--- src/rtl/mult_div_unit.sv ---
// mult_div_unit: iterative 32x32 multiply / divide unit with HI/LO registers.
// MULT uses a 32-step radix-2 shift-add on operand magnitudes. DIV uses a
// 32-step restoring division on magnitudes. Sign correction is applied in a
// single FIX cycle.
// Configuration macro MDU_DIV_EN: when defined, the divider is built. When it is
// undefined, the divider is absent. In that build an accepted DIV leaves HI/LO
// unchanged and only pulses done.
module mult_div_unit (
   input  logic        clk,
   input  logic        rst_n,
   input  logic        start,
   input  logic [1:0]  Op,
   input  logic        Sign,
   input  logic [31:0] A,
   input  logic [31:0] B,
   output logic [31:0] HI,
   output logic [31:0] LO,
   output logic        busy,
   output logic        done
);

   localparam int DATA_W = 32;

   localparam logic [1:0] OP_MULT = 2'b00;
   localparam logic [1:0] OP_DIV  = 2'b01;
   localparam logic [1:0] OP_MTHI = 2'b10;

   typedef enum logic [1:0] {S_IDLE, S_CALC, S_FIX} state_t;

   // magnitude of an operand; unsigned operands pass through untouched
   function automatic logic [DATA_W-1:0] mag(input logic [DATA_W-1:0] v, input logic sgn);
      return (sgn && v[DATA_W-1]) ? (~v + 1'b1) : v;
   endfunction

   // conditional two's-complement negation used for sign correction
   function automatic logic [DATA_W-1:0] cneg32(input logic [DATA_W-1:0] v, input logic n);
      return n ? (~v + 1'b1) : v;
   endfunction

   function automatic logic [2*DATA_W-1:0] cneg64(input logic [2*DATA_W-1:0] v, input logic n);
      return n ? (~v + 1'b1) : v;
   endfunction

   state_t              state_q, state_d;
   logic [4:0]          cnt_q, cnt_d;
   logic [2*DATA_W-1:0] acc_q, acc_d;
   logic [DATA_W-1:0]   a_q, a_d;
   logic [DATA_W-1:0]   b_q, b_d;
   logic                sign_q, sign_d;
   logic [DATA_W-1:0]   hi_q, hi_d;
   logic [DATA_W-1:0]   lo_q, lo_d;
   logic                busy_q, busy_d;
   logic                done_q, done_d;

   logic [DATA_W-1:0]   ma, mb;
   logic [DATA_W:0]     mul_sum;
   logic [2*DATA_W-1:0] mul_next;
   logic [2*DATA_W-1:0] step_next;
   logic [2*DATA_W-1:0] prod;

   assign ma = mag(a_q, sign_q);
   assign mb = mag(b_q, sign_q);

   // Multiplier step: the upper half accumulates the multiplicand when the
   // current multiplier bit (acc[0]) is set. Then everything shifts right.
   assign mul_sum  = acc_q[0] ? ({1'b0, acc_q[63:32]} + {1'b0, ma}) : {1'b0, acc_q[63:32]};
   assign mul_next = {mul_sum, acc_q[31:1]};
   assign prod     = cneg64(acc_q, sign_q & (a_q[31] ^ b_q[31]));

`ifdef MDU_DIV_EN
   logic                is_div_q, is_div_d;
   logic [DATA_W:0]     div_cand;
   logic                div_ge;
   logic [DATA_W-1:0]   div_diff;
   logic [2*DATA_W-1:0] div_next;
   logic [DATA_W-1:0]   quo_fix, rem_fix;

   // Restoring divider step: the upper half holds the partial remainder and the
   // lower half holds dividend bits being replaced by quotient bits. The
   // remainder is always below the divisor. So the 32-bit difference is exact
   // whenever the subtraction succeeds.
   assign div_cand = acc_q[63:31];
   assign div_ge   = (div_cand >= {1'b0, mb});
   assign div_diff = div_cand[31:0] - mb;
   assign div_next = div_ge ? {div_diff, acc_q[30:0], 1'b1} : {div_cand[31:0], acc_q[30:0], 1'b0};

   // quotient truncates toward zero; remainder follows the dividend's sign
   assign quo_fix  = cneg32(acc_q[31:0],  sign_q & (a_q[31] ^ b_q[31]));
   assign rem_fix  = cneg32(acc_q[63:32], sign_q & a_q[31]);

   assign step_next = is_div_q ? div_next : mul_next;
`else
   assign step_next = mul_next;
`endif

   // next-state logic: request acceptance, iteration, and FIX-cycle writeback
   always_comb begin
      state_d  = state_q;
      cnt_d    = cnt_q;
      acc_d    = acc_q;
      a_d      = a_q;
      b_d      = b_q;
      sign_d   = sign_q;
`ifdef MDU_DIV_EN
      is_div_d = is_div_q;
`endif
      hi_d     = hi_q;
      lo_d     = lo_q;
      busy_d   = busy_q;
      done_d   = 1'b0;
      case (state_q)
         S_IDLE: begin
            if (start) begin
               case (Op)
                  OP_MULT: begin
                     state_d  = S_CALC;
                     busy_d   = 1'b1;
                     cnt_d    = 5'd0;
                     a_d      = A;
                     b_d      = B;
                     sign_d   = Sign;
`ifdef MDU_DIV_EN
                     is_div_d = 1'b0;
`endif
                     acc_d    = {32'd0, mag(B, Sign)};
                  end
                  OP_DIV: begin
`ifdef MDU_DIV_EN
                     state_d  = S_CALC;
                     busy_d   = 1'b1;
                     cnt_d    = 5'd0;
                     a_d      = A;
                     b_d      = B;
                     sign_d   = Sign;
                     is_div_d = 1'b1;
                     acc_d    = {32'd0, mag(A, Sign)};
`else
                     done_d   = 1'b1;
`endif
                  end
                  OP_MTHI: hi_d = A;
                  default: lo_d = A;
               endcase
            end
         end
         S_CALC: begin
            acc_d = step_next;
            cnt_d = cnt_q + 5'd1;
            if (cnt_q == 5'd31) begin
               state_d = S_FIX;
            end
         end
         S_FIX: begin
`ifdef MDU_DIV_EN
            if (is_div_q) begin
               if (b_q == 32'd0) begin
                  hi_d = a_q;
                  lo_d = 32'hFFFF_FFFF;
               end else begin
                  hi_d = rem_fix;
                  lo_d = quo_fix;
               end
            end else begin
               hi_d = prod[63:32];
               lo_d = prod[31:0];
            end
`else
            hi_d = prod[63:32];
            lo_d = prod[31:0];
`endif
            state_d = S_IDLE;
            busy_d  = 1'b0;
            done_d  = 1'b1;
         end
         default: begin
            state_d = S_IDLE;
            busy_d  = 1'b0;
         end
      endcase
   end

   // state, datapath and architectural registers; reset clears everything
   always_ff @(posedge clk or negedge rst_n) begin
      if (!rst_n) begin
         state_q  <= S_IDLE;
         cnt_q    <= 5'd0;
         acc_q    <= '0;
         a_q      <= '0;
         b_q      <= '0;
         sign_q   <= 1'b0;
`ifdef MDU_DIV_EN
         is_div_q <= 1'b0;
`endif
         hi_q     <= '0;
         lo_q     <= '0;
         busy_q   <= 1'b0;
         done_q   <= 1'b0;
      end else begin
         state_q  <= state_d;
         cnt_q    <= cnt_d;
         acc_q    <= acc_d;
         a_q      <= a_d;
         b_q      <= b_d;
         sign_q   <= sign_d;
`ifdef MDU_DIV_EN
         is_div_q <= is_div_d;
`endif
         hi_q     <= hi_d;
         lo_q     <= lo_d;
         busy_q   <= busy_d;
         done_q   <= done_d;
      end
   end

   assign HI   = hi_q;
   assign LO   = lo_q;
   assign busy = busy_q;
   assign done = done_q;

endmodule

--- config.mk ---
export PLATFORM = sky130hd
export DESIGN_NAME = mult_div_unit
export DESIGN_NICKNAME = d
export VERILOG_FILES = /design/src/rtl/mult_div_unit.sv
export SDC_FILE = /design/constraint.sdc
export NUM_CORES = 1
export LEC_CHECK = 0
export ABC_AREA = 1
export BUFFER_PORTS_ARGS = -buffer_cell sky130_fd_sc_hd__buf_2
export CAP_MARGIN = 5
export CORE_ASPECT_RATIO = 1.4
export CORE_MARGIN = 8
export CORE_UTILIZATION = 45
export DETAILED_ROUTE_END_ITERATION = 12
export GPL_ROUTABILITY_DRIVEN = 0
export PLACE_DENSITY = 0.66
export REMOVE_ABC_BUFFERS = 1
export SLEW_MARGIN = 20
export SYNTH_ARGS = -nofsm -noshare
export SYNTH_HDL_FRONTEND = slang
export SYNTH_SLANG_ARGS = --single-unit
--- constraint.sdc ---
create_clock -name clk -period 2.85 [get_ports clk]
set_input_delay 0.7125 -clock clk [delete_from_list [all_inputs] [get_ports clk]]
set_output_delay 0.7125 -clock clk [all_outputs]
set_load 0.05 [all_outputs]
==> summary.txt <==
SYNTHESIS
----------------------------------------------------------------------------------------------------
Post-synthesis cell type count                                                                    47
Most common cell in the synthesized netlist                                             sky130_fd_sc_hd__nand2_1
Number of synthesized flops with an enable pin                                                     0
Ranking of synthesized cells by area                                                    sky130_fd_sc_hd__dfrtp_1, sky130_fd_sc_hd__nand2_1, sky130_fd_sc_hd__nor2_1, sky130_fd_sc_hd__inv_1, sky130_fd_sc_hd__nand3_1
Yosys top cell by area                                                                  sky130_fd_sc_hd__dfrtp_1
Syn_area_per_cell                                                                           6.34 um2
Commonest cells post-synth                                                              sky130_fd_sc_hd__nand2_1, sky130_fd_sc_hd__nor2_1, sky130_fd_sc_hd__inv_1, sky130_fd_sc_hd__nand3_1, sky130_fd_sc_hd__a21oi_1
Share of synthesized area occupied by flip-flops and latches                                   31.0%
Count of mapped cells out of synthesis                                                         2,180
Top-area cell type share of the netlist area                                                   31.0%
Synthesized area                                                                          13,800 um2
Top flip-flop cell by instance count after synthesis                                    sky130_fd_sc_hd__dfrtp_1
Warnings, synthesis                                                                                0
Async set-reset flop share out of synthesis                                                     100%
Number of synthesized register bits                                                              171

CLOCK NETWORK
----------------------------------------------------------------------------------------------------
Root buffer cell                                                                        sky130_fd_sc_hd__clkbuf_16
Latest clock arrival within the worst-skew pair                                               450 ps
Number of clock sinks                                                                            171
Number of buffers added by the clock tree synthesis step                                          17
Clock-pin slew reported for the worst setup and hold paths after clock tree synthesis          70 ps
H-tree levels                                                                                      4
TritonCTS clock tree                                                                             yes
Quantity of hold-fixing buffers added after cts                                                    0
Max Buffers Root-to-Sink                                                                           2

CRITICAL PATH
----------------------------------------------------------------------------------------------------
Type of destination of the critical path                                                   flip-flop
Start-to-end type of the worst setup path                                                 reg -> reg
Endpoint of the worst-slack reg-to-reg timing path                                      acc_q[60]$_DFFE_PN0P_
Launch instance of the worst register-to-register path                                  a_q[1]$_DFFE_PN0P_
Critical path required time                                                                  3190 ps
Worst Reg2Reg Path Length in Cells                                                                20
Worst endpoint data arrival time                                                             3440 ps
R2R Setup Slk                                                                                -250 ps
Kind of start point of the critical path                                                   flip-flop
Maximum net fanout on the critical path                                                            4

DETAILED ROUTING
----------------------------------------------------------------------------------------------------
Number of routed nets with antenna violations                                                      0
DR iter-0 viols                                                                                1,208
Routed WL                                                                                  53,500 um
Detail-routed net length per standard cell                                                   18.9 um
DR vias/cell                                                                                    5.59
Detailed-router iteration count before antenna repair                                              6
# DRC                                                                                              0
Routed vias                                                                                   15,800

TIMING
----------------------------------------------------------------------------------------------------
Total count of hold-check failures in the final report                                             0
Post-Route Skew                                                                              15.6 ps
Crit share post-route                                                                           109%
Worst Hold Margin                                                                             168 ps
Setup repair after global routing missed its margin                                             true
Shortest period the worst path allows                                                        3100 ps
Slew @ Worst Pin                                                                             1050 ps
Final slew viol count                                                                              0
Normalized max-slew margin                                                                     30.2%
Max Freq                                                                                     322 MHz
Setup violation total in the final timing report                                                  20
Final Worst Setup Slack                                                                      -253 ps

PLACEMENT
----------------------------------------------------------------------------------------------------
HPWL after DPL                                                                             41,400 um
Worst setup timing slack at the placement stage                                              -424 ps
I/O Buffers                                                                                      135

GRT
----------------------------------------------------------------------------------------------------
Total global-route track usage                                                                 29.1%
Final global-route overflow total                                                                  0
Global-route wire length before repair                                                     82,900 um
Largest net degree at the start of global routing                                                 72
Via count of the first global-routing pass                                                    15,700
Number of antenna violations at the first check in global routing                                  0

FINAL LAYOUT
----------------------------------------------------------------------------------------------------
Fraction of layout cells with a size suffix above 1                                            22.4%
Synthesis-to-finish area growth                                                                25.0%
Nets@finish                                                                                    2,536
Ant. Diodes                                                                                        0
Number of filler instances in the final layout                                                 2,984

STATUS
----------------------------------------------------------------------------------------------------
Failing checks                                                                          setup timing
Status                                                                                  finished, violations left

FLOORPLAN
----------------------------------------------------------------------------------------------------
Cell Rows                                                                                         76
Overall die width                                                                             164 um
Core box area                                                                             30,500 um2
Die Ht                                                                                        223 um
Starting utilization of the core area                                                          45.3%
Die Area                                                                                  36,600 um2
Number of top-level pins                                                                         136

POWER
----------------------------------------------------------------------------------------------------
Net switching power                                                                        14,500 uW
Sequential power share                                                                         18.6%
Total leakage power                                                                       0.00828 uW
Fraction of power spent switching nets                                                         55.7%
Share of total power in combinational logic                                                    72.9%
Power Internal                                                                             11,600 uW
Portion of total power attributed to the clock network                                          8.5%
Maximum ir drop on the vdd rail                                                           0.000667 V
Power density over the cells                                                             1510 nW/um2

WORST HOLD PATH
----------------------------------------------------------------------------------------------------
Worst min-delay path category                                                            in -> async

RUN
----------------------------------------------------------------------------------------------------
Max-cap violation count                                                                            0

cell families after synthesis:
kind of cell,share of synthesized area (%)
flops,31.0
buf+inv,9.67
fa+ha+maj,4.04
simple gates,36.5
compound gates,15.7
xor+xnor,3.11
per-layer routing:
metal	global-route usage (%)	up-vias	routed length [um]
met1	32.4	7337	19400
met2	48.6	653	26300
met5	0	-	0
li1	-	7569	-
met3	4.83	231	3260
met4	22.5	0	4580
power groups by stage:
stage	logic, uW	clock network (uW)	registers (uW)
after floorplan	8850	0	5960
after global placement	15800	0	4760
after detailed placement	16000	0	4800
after CTS	17000	2240	4780
after global routing	20700	2340	4960
final	19000	2220	4850
critical path: stages (launching register included):
cell and delay, ps:
sky130_fd_sc_hd__dfrtp_1 390, sky130_fd_sc_hd__inv_2 90, sky130_fd_sc_hd__ha_4 140, sky130_fd_sc_hd__inv_2 40, sky130_fd_sc_hd__nor3_4 150, sky130_fd_sc_hd__nand3_2 150
sky130_fd_sc_hd__nand3b_1 290, sky130_fd_sc_hd__o21ai_2 210, sky130_fd_sc_hd__buf_6 140, sky130_fd_sc_hd__xor2_4 190, sky130_fd_sc_hd__ha_4 230, sky130_fd_sc_hd__a21oi_2 150
sky130_fd_sc_hd__nor2_1 60, sky130_fd_sc_hd__nor2_1 140, sky130_fd_sc_hd__nand2_1 130, sky130_fd_sc_hd__a21oi_2 180, sky130_fd_sc_hd__nand2_1 80, sky130_fd_sc_hd__nand2_1 50
sky130_fd_sc_hd__nand3_1 60, sky130_fd_sc_hd__nand2_1 70, sky130_fd_sc_hd__nand2_1 50
through the flow:
step                      power, uW  utilization (%)  setup TNS (ps)  cells  instance area [um2]
final                         26100             56.6           -3110   2825                17300
after global routing          28000             56.6           -7860   2825                17300
after CTS                     24000             54.4           -3280   2810                16600
after detailed placement      20800             51.4           -5830   2773                15700
after global placement        20600             51.4           -3790   2773                15700
after floorplan               14800                -          -55900   2111                13400
layout make-up:
type	count	area [um2]	share of cell area, %
Inverter	257	968	5.61
Sequential cell	171	4280	24.8
Multi-Input combinational cell	1683	9060	52.4
Clock inverter	11	85.1	0.493
Tap cell	390	488	2.83
Timing Repair Buffer	292	1940	11.2
Clock buffer	21	450	2.61
sequential cells by signal (all words and copies together), names as in the netlist:
| name | cells |
|---|---|
| sign_q | 1 |
| a_q | 32 |
| acc_q | 64 |
| state_q | 2 |
| LO | 32 |
| busy | 1 |
| done | 1 |
| HI | 32 |
| b_q | 1 |
| cnt_q | 5 |
worst max-delay path by stage:
stage	start	end	slack [ps]	depth (start not counted)
2_1_floorplan	Op[0]	acc_q[26]$_DFFE_PN0P_	-1240	7
3_3_place_gp	a_q[0]$_DFFE_PN0P_	acc_q[62]$_DFFE_PN0P_	-360	20
6_report	a_q[1]$_DFFE_PN0P_	acc_q[60]$_DFFE_PN0P_	-250	20
5_1_grt	a_q[1]$_DFFE_PN0P_	acc_q[62]$_DFFE_PN0P_	-480	22
3_5_place_dp	a_q[0]$_DFFE_PN0P_	acc_q[63]$_DFFE_PN0P_	-420	20
4_1_cts	a_q[1]$_DFFE_PN0P_	acc_q[56]$_DFFE_PN0P_	-270	19
placed cells by master (no fill, tap or decap), drive strengths merged, types with 2 or more instances in the layout:
cell type / netlist / layout
a31oi: 16 / 16
o211ai: 3 / 3
o41ai: 2 / 2
inv: 256 / 261
clkinv: 1 / 4
buf: 37 / 292
clkbuf: 31 / 21
nand4: 31 / 31
nand3: 178 / 178
dfrtp: 171 / 171
ha: 43 / 43
nor2: 338 / 338
o21bai: 14 / 14
nor4: 2 / 2
o21ai: 142 / 142
nand3b: 6 / 6
o221ai: 14 / 14
xor2: 49 / 49
clkinvlp: 0 / 3
nand2: 608 / 608
o31ai: 2 / 2
o22ai: 18 / 18
a21o: 3 / 3
a22o: 2 / 2
nor3: 31 / 31
or2: 5 / 5
a21oi: 172 / 172
what timing repair did:
action,CTS,global route
resized for setup,93,156
pin swaps,30,79
buffers inserted,5,15
endpoints found under the setup margin,22,27
Power figures use the tool's default switching activity.
